File: config.mk
export PLATFORM = sky130hd
export DESIGN_NAME = delay_measure_ctrl
export DESIGN_NICKNAME = d
export VERILOG_FILES = /design/src/rtl/delay_measure_ctrl.sv
export SDC_FILE = /design/constraint.sdc
export NUM_CORES = 1
export LEC_CHECK = 0
export CORE_MARGIN = 3
export CORE_UTILIZATION = 60
export CTS_BUF_LIST = sky130_fd_sc_hd__clkbuf_4 sky130_fd_sc_hd__clkbuf_8 sky130_fd_sc_hd__clkbuf_16
export DETAILED_ROUTE_END_ITERATION = 8
export DONT_BUFFER_PORTS = 1
export PLACE_DENSITY = 0.86
export RECOVER_POWER = 50
export SYNTH_ARGS = -nofsm -noshare
export SYNTH_HDL_FRONTEND = slang
export SYNTH_SLANG_ARGS = --single-unit
File: constraint.sdc
create_clock -name clk -period 14.9 [get_ports clk]
set_clock_uncertainty 0.05 [all_clocks]
set_input_delay 3.725 -clock clk [delete_from_list [all_inputs] [get_ports clk]]
set_output_delay 3.725 -clock clk [all_outputs]
set_load 0.02 [all_outputs]
File: src/rtl/delay_measure_ctrl.sv
// delay_measure_ctrl: sequences alternating-edge launches into a path under
// test, timestamps each launch and arrival from the free-running datapath
// counter, and accumulates last/sum/min/max propagation delay in cycles.
//
// Handshake: start is a one-cycle request taken only in IDLE (it is ignored
// and not queued otherwise); busy rises the cycle after start is accepted and
// falls the cycle after the single-cycle done pulse; results stay stable from
// done until the next accepted start.
module delay_measure_ctrl #(
  parameter int SYNC_STAGES = 2,
  parameter int NUM_TRIALS  = 16,
  parameter int SETTLE      = 64,
  parameter int TIMEOUT     = 1024,
  parameter bit INVERT      = 1'b0
) (
  input  logic        clk,
  input  logic        rst_n,
  input  logic        start,
  input  logic [31:0] count_in,
  input  logic        path_result,
  output logic        path_input,
  output logic        count_ld,
  output logic        busy,
  output logic        done,
  output logic        timeout_err,
  output logic [7:0]  trial_idx,
  output logic [31:0] last_delay,
  output logic [39:0] sum_delay,
  output logic [31:0] min_delay,
  output logic [31:0] max_delay,
  output logic [2:0]  state_dbg
);

  typedef enum logic [2:0] {
    S_IDLE   = 3'd0,
    S_SETTLE = 3'd1,
    S_LAUNCH = 3'd2,
    S_WAIT   = 3'd3,
    S_DONE   = 3'd4
  } state_t;

  state_t                 state_q;
  logic [SYNC_STAGES-1:0] sync_q;
  logic                   path_input_q;
  logic                   count_ld_q;
  logic                   busy_q;
  logic                   done_q;
  logic                   timeout_err_q;
  logic [7:0]             trial_idx_q;
  logic [31:0]            last_delay_q;
  logic [39:0]            sum_delay_q;
  logic [31:0]            min_delay_q;
  logic [31:0]            max_delay_q;
  logic [31:0]            settle_cnt_q;
  logic [31:0]            wait_cnt_q;
  logic [31:0]            t0_q;
  logic                   wait_first_q;

  logic        rs;
  logic        arrive_d;
  logic [31:0] t0_d;
  logic [31:0] elapsed_d;
  logic [31:0] delay_d;

  // Bring the asynchronous path output into the clock domain; only the last
  // stage is ever looked at.
  always_ff @(posedge clk) begin
    if (!rst_n) sync_q <= '0;
    else        sync_q <= {sync_q[SYNC_STAGES-2:0], path_result};
  end

  assign rs = sync_q[SYNC_STAGES-1];

  // Delay of the current trial: modular counter difference minus the
  // synchroniser latency, clamped at zero. The launch timestamp is taken in
  // the first WAIT cycle, so that cycle uses count_in directly.
  always_comb begin
    arrive_d  = (rs == (path_input_q ^ INVERT));
    t0_d      = wait_first_q ? count_in : t0_q;
    elapsed_d = count_in - t0_d;
    delay_d   = (elapsed_d < 32'(SYNC_STAGES)) ? 32'd0
                                               : elapsed_d - 32'(SYNC_STAGES);
  end

  // Measurement sequencer; every output is a register updated here.
  always_ff @(posedge clk) begin
    if (!rst_n) begin
      state_q       <= S_IDLE;
      path_input_q  <= 1'b0;
      count_ld_q    <= 1'b0;
      busy_q        <= 1'b0;
      done_q        <= 1'b0;
      timeout_err_q <= 1'b0;
      trial_idx_q   <= 8'd0;
      last_delay_q  <= 32'd0;
      sum_delay_q   <= 40'd0;
      min_delay_q   <= 32'hFFFF_FFFF;
      max_delay_q   <= 32'd0;
      settle_cnt_q  <= 32'd0;
      wait_cnt_q    <= 32'd0;
      t0_q          <= 32'd0;
      wait_first_q  <= 1'b0;
    end else begin
      done_q <= 1'b0;
      case (state_q)
        S_IDLE: begin
          if (start) begin
            timeout_err_q <= 1'b0;
            trial_idx_q   <= 8'd0;
            last_delay_q  <= 32'd0;
            sum_delay_q   <= 40'd0;
            min_delay_q   <= 32'hFFFF_FFFF;
            max_delay_q   <= 32'd0;
            busy_q        <= 1'b1;
            count_ld_q    <= 1'b1;
            settle_cnt_q  <= 32'd0;
            state_q       <= S_SETTLE;
          end
        end
        S_SETTLE: begin
          if (settle_cnt_q == 32'(SETTLE - 1)) state_q <= S_LAUNCH;
          else                                 settle_cnt_q <= settle_cnt_q + 32'd1;
        end
        S_LAUNCH: begin
          path_input_q <= ~path_input_q;
          wait_first_q <= 1'b1;
          wait_cnt_q   <= 32'd0;
          state_q      <= S_WAIT;
        end
        S_WAIT: begin
          wait_first_q <= 1'b0;
          t0_q         <= t0_d;
          wait_cnt_q   <= wait_cnt_q + 32'd1;
          if (arrive_d) begin
            last_delay_q <= delay_d;
            sum_delay_q  <= sum_delay_q + {8'd0, delay_d};
            if (delay_d < min_delay_q) min_delay_q <= delay_d;
            if (delay_d > max_delay_q) max_delay_q <= delay_d;
            trial_idx_q  <= trial_idx_q + 8'd1;
            if (trial_idx_q == 8'(NUM_TRIALS - 1)) begin
              done_q     <= 1'b1;
              count_ld_q <= 1'b0;
              state_q    <= S_DONE;
            end else begin
              settle_cnt_q <= 32'd0;
              state_q      <= S_SETTLE;
            end
          end else if (wait_cnt_q == 32'(TIMEOUT - 1)) begin
            timeout_err_q <= 1'b1;
            done_q        <= 1'b1;
            count_ld_q    <= 1'b0;
            state_q       <= S_DONE;
          end
        end
        S_DONE: begin
          busy_q  <= 1'b0;
          state_q <= S_IDLE;
        end
        default: state_q <= S_IDLE;
      endcase
    end
  end

  assign path_input  = path_input_q;
  assign count_ld    = count_ld_q;
  assign busy        = busy_q;
  assign done        = done_q;
  assign timeout_err = timeout_err_q;
  assign trial_idx   = trial_idx_q;
  assign last_delay  = last_delay_q;
  assign sum_delay   = sum_delay_q;
  assign min_delay   = min_delay_q;
  assign max_delay   = max_delay_q;
  assign state_dbg   = state_q;

endmodule

==> flow_metrics.env, run 1 <==
export IMPL_status="finished, violations left"
export IMPL_failed_checks="capacitance limit, slew limit"
export IMPL_rr_endpoint="max_delay[7]$_SDFFE_PN0P_"
export IMPL_vias=15300
export IMPL_num_io_pins=188
export IMPL_final_cells=2375
export IMPL_clock_sinks=251
export IMPL_dieWidth_um=170
export IMPL_routedWlPerCell_um=19.6
export IMPL_relSlewSlack_pct=-201
export IMPL_power_density_nw_per_um2=115
export IMPL_cap_violations=3
export IMPL_post_drt_via_cell_ratio=6.45
export IMPL_netlist_instances=2078
export IMPL_drt_initial_drc_count=1395
export IMPL_num_rows=59
export IMPL_diodes=0
export IMPL_setup_viol=0
export IMPL_cts_root_buffer="clkbuf_16"
export IMPL_ff2ff_path_depth=30
export IMPL_dieArea_um2=29000
export IMPL_gp_congestion=0.983
export IMPL_drt_pass1_iterations=5
export IMPL_fmax_mhz=88.1
export IMPL_yosys_area_top_type_share_pct=31.0
export IMPL_finalCriticalPeriod_ns=11.35
export IMPL_track_usage_pct=30.5
export IMPL_clockBufferDepth=3
export IMPL_worstPathRequired_ns=15.27
export IMPL_crit_path_end_kind="flip-flop"
export IMPL_drc=0
export IMPL_syn2layout_area_growth_pct=6.81
export IMPL_dpl_cell_count=2327
export IMPL_grt_pass1_vias=14000
export IMPL_n_fill_cell=2224
export IMPL_rr_startpoint="wait_first_q$_SDFFE_PN0P_"
export IMPL_cts_setup_buffers=0
export IMPL_drive_gt1_share_pct=5.83
export IMPL_fp_dieH_um=170
export IMPL_cpMostUsedCell="a21o_1"
export IMPL_worst_setup_path_type="in -> reg"
export IMPL_clock_latency_ns=0.56
export IMPL_ff2ff_setup_slack_ns=5.82
export IMPL_yosys_register_bits=251
export IMPL_fin_nets=2187
export IMPL_final_cell_mix="dfxtp_1, nor2_1, nand2_1"
export IMPL_post_route_period_util_pct=76.2
export IMPL_wirelength_mm=46.4
export IMPL_ys_seq_area_share_pct=31.0
export IMPL_antenna_found_initial=0
export IMPL_synth_top_cell_by_area="dfxtp_1"
export IMPL_hold_depth=1
export IMPL_synth_ff_type="dfxtp_1"
export IMPL_cts_buffers=28
export IMPL_crit_path_start_kind="input pin"
export IMPL_synthArstFlopShare_pct=0
export IMPL_clk_pin_slew_ns=0.06
export IMPL_synth_fp_nets=2243
export IMPL_avgSynthCellArea_um2=7.80
export IMPL_ir_worst_vdd_mv=0.0928
export IMPL_min_to="sync_q[1]$_SDFF_PN0_"
export IMPL_synth_area_top_cells="dfxtp_1, ha_1, nor2_1, a21oi_1, nand2_1"
export IMPL_slowest_delay_ns=0.85
export IMPL_ant_nets=0
export IMPL_critical_path_slowest_cell="and3_1"
export IMPL_io_buffers=0
export IMPL_ys_types=79
export IMPL_crit_fanout=39
export IMPL_yosys_warnings=0
export IMPL_final_util_pct=65.9
export IMPL_initial_core_util_pct=61.7
export IMPL_core_area_um2=26300
export IMPL_grt_max_degree=98
export IMPL_layout_commonest_cell="dfxtp_1"
export IMPL_netlist_area_um2=16200
export IMPL_hold_worst_slack_ns=0.382
export IMPL_fin_tns_setup_ns=0
export IMPL_hpwl_mm=33.5
export IMPL_cts_resized=0
export IMPL_worstPathArrival_ns=11.72
export IMPL_min_path_type="reg -> reg"
export IMPL_slew_violations=196
export IMPL_power_leakage_uw=0.00670
export IMPL_tightest_slew_ns=4.52
export IMPL_cts_tree="yes"
export IMPL_grt_ovfl_total=0
export IMPL_grt_pass1_wl_mm=73.4
export IMPL_worstHoldStart="sync_q[0]$_SDFF_PN0_"
export IMPL_htree_num_levels=1
export IMPL_synth_edf_count=0
export IMPL_rsz0062_at_grt="false"
export IMPL_hold_viol=0
export IMPL_cts_hold_buffers=0
==> layout make-up <==
class                      instances  area [µm²]  area share [%]
sequential                       251        5030            29.0
clock buffer                      38         813            4.69
inverter                          95         358            2.07
clock inverter                    10         120           0.693
timing repair buffer              23         161           0.932
tap                              335         419            2.42
multi-input combinational       1623       10400            60.2
==> cell usage after synthesis (9+ instances only) <==
library cell and count:
dfxtp_1 251, nor2_1 241, nand2_1 206, a21oi_1 164, ha_1 127, inv_1 92
clkbuf_1 89, nand3_1 76, xor2_1 60, xnor2_1 52, nor3_1 50, o21ai_0 49
a22oi_1 47, or3_1 46, a21o_1 45, nand4_1 45, a211oi_1 42, mux2i_1 40
nor2b_1 35, and3_1 34, o21ai_1 27, nor4_1 25, o211ai_1 22, mux2_2 15
nand2b_1 15, and2_1 14, or2_2 14, o21bai_1 13, a31oi_1 9
==> critical path, delay by kind of cell <==
kind	cells	cell delay, ns
fa+ha+maj	3	1.06
buf+inv	2	0.48
mux	1	0.14
compound gates	17	4.08
simple gates	6	2.24
==> report_power, final <==
| group | internal (µW) | total, µW | switching [µW] |
|---|---|---|---|
| Clock | 415 | 698 | 283 |
| Sequential | 685 | 710 | 25.1 |
| Combinational | 204 | 591 | 386 |
==> per-layer routing <==
metal | vias to the layer above | track usage, % | routed length (µm)
li1 | 7331 | - | -
met1 | 7142 | 39.3 | 19300
met2 | 694 | 48.4 | 20400
met3 | 140 | 7.69 | 4560
met4 | 0 | 13.8 | 2160
met5 | - | 0 | 0
==> cells by family (layout without fill, tap and decap cells) <==
family,Yosys count,count (layout),synth area share [%]
compound gates,490,490,19.6
xor+xnor,112,112,6.05
fa+ha+maj,133,133,10.3
buf+inv,204,166,4.88
flops,251,251,31.0
mux,55,55,3.51
simple gates,833,833,24.7
==> worst max-delay path by stage <==
stage                start                    endpoint  cells past startpoint
4_1_cts        count_in[0]   max_delay[7]$_SDFFE_PN0P_                     29
6_report       count_in[0]   max_delay[7]$_SDFFE_PN0P_                     29
2_1_floorplan  count_in[0]  sum_delay[33]$_SDFFE_PN0P_                     29
5_1_grt        count_in[0]   max_delay[7]$_SDFFE_PN0P_                     29
3_5_place_dp   count_in[0]   max_delay[3]$_SDFFE_PN0P_                     29
3_3_place_gp   count_in[0]  sum_delay[37]$_SDFFE_PN0P_                     27
==> registers in the layout, indices dropped and copies added (netlist names), 2 cells and up <==
register,count
settle_cnt_q,32
sync_q,2
state_dbg,3
min_delay,32
max_delay,32
trial_idx,8
last_delay,32
t0_q,32
sum_delay,40
wait_cnt_q,32
==> metrics by stage <==
step                      instance area [µm²]  setup slack (ns)  total power (µW)
after detailed placement                16400              3.23              1300
after CTS                               17300              3.77              1990
final                                   17300              3.55              2000
after global placement                  16400              3.46              1280
after global routing                    17300              2.92              2090
after floorplan                         16200              4.60              1130
Note: power is estimated with default switching activity, not from simulation.
==> run 2: changes to the inputs <==
--- a/config.mk
+++ b/config.mk
@@ -6,11 +6,11 @@
 export NUM_CORES = 1
 export LEC_CHECK = 0
 export CORE_MARGIN = 3
-export CORE_UTILIZATION = 60
+export CORE_UTILIZATION = 59
 export CTS_BUF_LIST = sky130_fd_sc_hd__clkbuf_4 sky130_fd_sc_hd__clkbuf_8 sky130_fd_sc_hd__clkbuf_16
 export DETAILED_ROUTE_END_ITERATION = 8
 export DONT_BUFFER_PORTS = 1
-export PLACE_DENSITY = 0.86
+export PLACE_DENSITY = 0.88
 export RECOVER_POWER = 50
 export SYNTH_ARGS = -nofsm -noshare
 export SYNTH_HDL_FRONTEND = slang
==> constraint.sdc (replaced) <==
create_clock -name clk -period 9.5 [get_ports clk]
set_clock_uncertainty 0.05 [all_clocks]
set_input_delay 2.375 -clock clk [delete_from_list [all_inputs] [get_ports clk]]
set_output_delay 2.375 -clock clk [all_outputs]
set_load 0.02 [all_outputs]
==> flow_metrics.env, run 2 (synthesis results as in run 1) <==
export IMPL_setup_viol=0
export IMPL_clk_pin_slew_ns=0.06
export IMPL_diodes=0
export IMPL_cts_resized=0
export IMPL_drc=0
export IMPL_htree_num_levels=1
export IMPL_dieArea_um2=29500
export IMPL_gp_congestion=0.969
export IMPL_clockBufferDepth=3
export IMPL_ant_nets=0
export IMPL_crit_path_start_kind="input pin"
export IMPL_io_buffers=0
export IMPL_grt_max_degree=92
export IMPL_power_density_nw_per_um2=181
export IMPL_core_area_um2=27000
export IMPL_crit_fanout=58
export IMPL_fin_total_pwr_uw=3160
export IMPL_clock_sinks=251
export IMPL_status="finished, violations left"
export IMPL_post_route_period_util_pct=94.8
export IMPL_cts_root_buffer="clkbuf_16"
export IMPL_cts_hold_buffers=0
export IMPL_cts_tree="yes"
export IMPL_cts_setup_buffers=0
export IMPL_layout_commonest_cell="dfxtp_1"
export IMPL_hpwl_mm=34.2
export IMPL_tightest_slew_ns=2.66
export IMPL_worstPathArrival_ns=9.43
export IMPL_crit_path_end_kind="flip-flop"
export IMPL_antenna_found_initial=0
export IMPL_grt_pass1_wl_mm=73.3
export IMPL_rsz0062_at_grt="false"
export IMPL_drt_initial_drc_count=1430
export IMPL_grt_pass1_vias=14100
export IMPL_grt_ovfl_total=0
export IMPL_vias=15200
export IMPL_slew_violations=170
export IMPL_drive_gt1_share_pct=6.66
export IMPL_finalCriticalPeriod_ns=9.00
export IMPL_fmax_mhz=111
export IMPL_num_io_pins=188
export IMPL_fin_tns_setup_ns=0
export IMPL_hold_viol=0
export IMPL_clock_latency_ns=0.56
export IMPL_final_cell_mix="dfxtp_1, nor2_1, nand2_1"
export IMPL_drt_pass1_iterations=5
export IMPL_worst_setup_path_type="in -> reg"
export IMPL_relSlewSlack_pct=-78.2
export IMPL_setup_ws_ns=0.495
export IMPL_wirelength_mm=47.0
export IMPL_ir_worst_vdd_mv=0.140
export IMPL_track_usage_pct=30.2
export IMPL_power_leakage_uw=0.00676
export IMPL_cap_violations=3
export IMPL_routedWlPerCell_um=19.6
export IMPL_initial_core_util_pct=60.2
export IMPL_dieWidth_um=172
export IMPL_post_drt_via_cell_ratio=6.35
export IMPL_fp_dieH_um=172
export IMPL_cts_buffers=28
export IMPL_num_rows=60
export IMPL_worstPathRequired_ns=9.93
export IMPL_syn2layout_area_growth_pct=7.72
export IMPL_largest_reg_flops=40
export IMPL_place_ws_ns=0.108
export IMPL_failed_checks="capacitance limit, slew limit"
export IMPL_fin_nets=2200
export IMPL_min_path_type="reg -> reg"
[run 2: per-stage QoR]
| stage | utilization (%) | instance area (µm²) | hold slack [ns] | cells |
|---|---|---|---|---|
| after detailed placement | 61.3 | 16500 | 0.368 | 2346 |
| final | 64.8 | 17500 | 0.384 | 2398 |
| after global placement | 61.3 | 16500 | 0.364 | 2346 |
| after global routing | 64.8 | 17500 | 0.392 | 2398 |
| after CTS | 64.9 | 17500 | 0.385 | 2398 |
| after floorplan | - | 16200 | 0.362 | 2078 |
[run 2: per-layer routing]
| metal | GRT usage [%] | wire length (µm) | up-vias |
|---|---|---|---|
| li1 | - | - | 7354 |
| met1 | 38.4 | 19500 | 7153 |
| met2 | 48.9 | 20900 | 589 |
| met3 | 8.25 | 4810 | 128 |
| met4 | 12.2 | 1840 | 0 |
| met5 | 0 | 0 | - |
[run 2: worst paths after layout]
kind | cells after the start | startpoint | slack (ns) | to
hold reg to reg | 1 | sync_q[0]$_SDFF_PN0_ | 0.38 | sync_q[1]$_SDFF_PN0_
hold / removal | 1 | sync_q[0]$_SDFF_PN0_ | 0.38 | sync_q[1]$_SDFF_PN0_
setup reg to reg | 28 | wait_first_q$_SDFFE_PN0P_ | 1.37 | max_delay[31]$_SDFFE_PN0P_
setup / recovery | 27 | count_in[10] | 0.50 | max_delay[31]$_SDFFE_PN0P_
[run 2: cell type report]
| class | instances | area (µm²) |
|---|---|---|
| fill | 2243 | 9480 |
| inverter | 95 | 358 |
| sequential | 251 | 5030 |
| clock buffer | 34 | 752 |
| clock inverter | 18 | 195 |
| multi-input combinational | 1623 | 10400 |
| timing repair buffer | 36 | 288 |
| tap | 341 | 427 |
[run 2: power breakdown]
part	leakage, µW	internal, µW	switching [µW]
clock	0.000452	627	469
sequential	0.00203	1070	44.9
combinational	0.00428	329	618
[run 2: critical path, cell delays in order]
cell,delay [ns]
mux2i_1,0.07
ha_1,0.57
nand4_1,0.21
or4_1,0.53
a21o_1,0.22
and3_1,0.22
o31a_1,0.31
xnor2_1,0.36
nor4b_1,0.14
and3_1,0.29
a21oi_1,0.94
ha_1,0.42
a21o_1,0.17
a21o_1,0.17
a21o_1,0.17
a21oi_1,0.18
nor2b_1,0.06
o21ai_0,0.22
nand2b_1,0.11
a21oi_1,0.23
o31ai_1,0.11
a221oi_1,0.30
o21ai_0,0.12
and3_1,0.23
buf_12,0.20
or3_1,0.33
a21oi_1,0.15
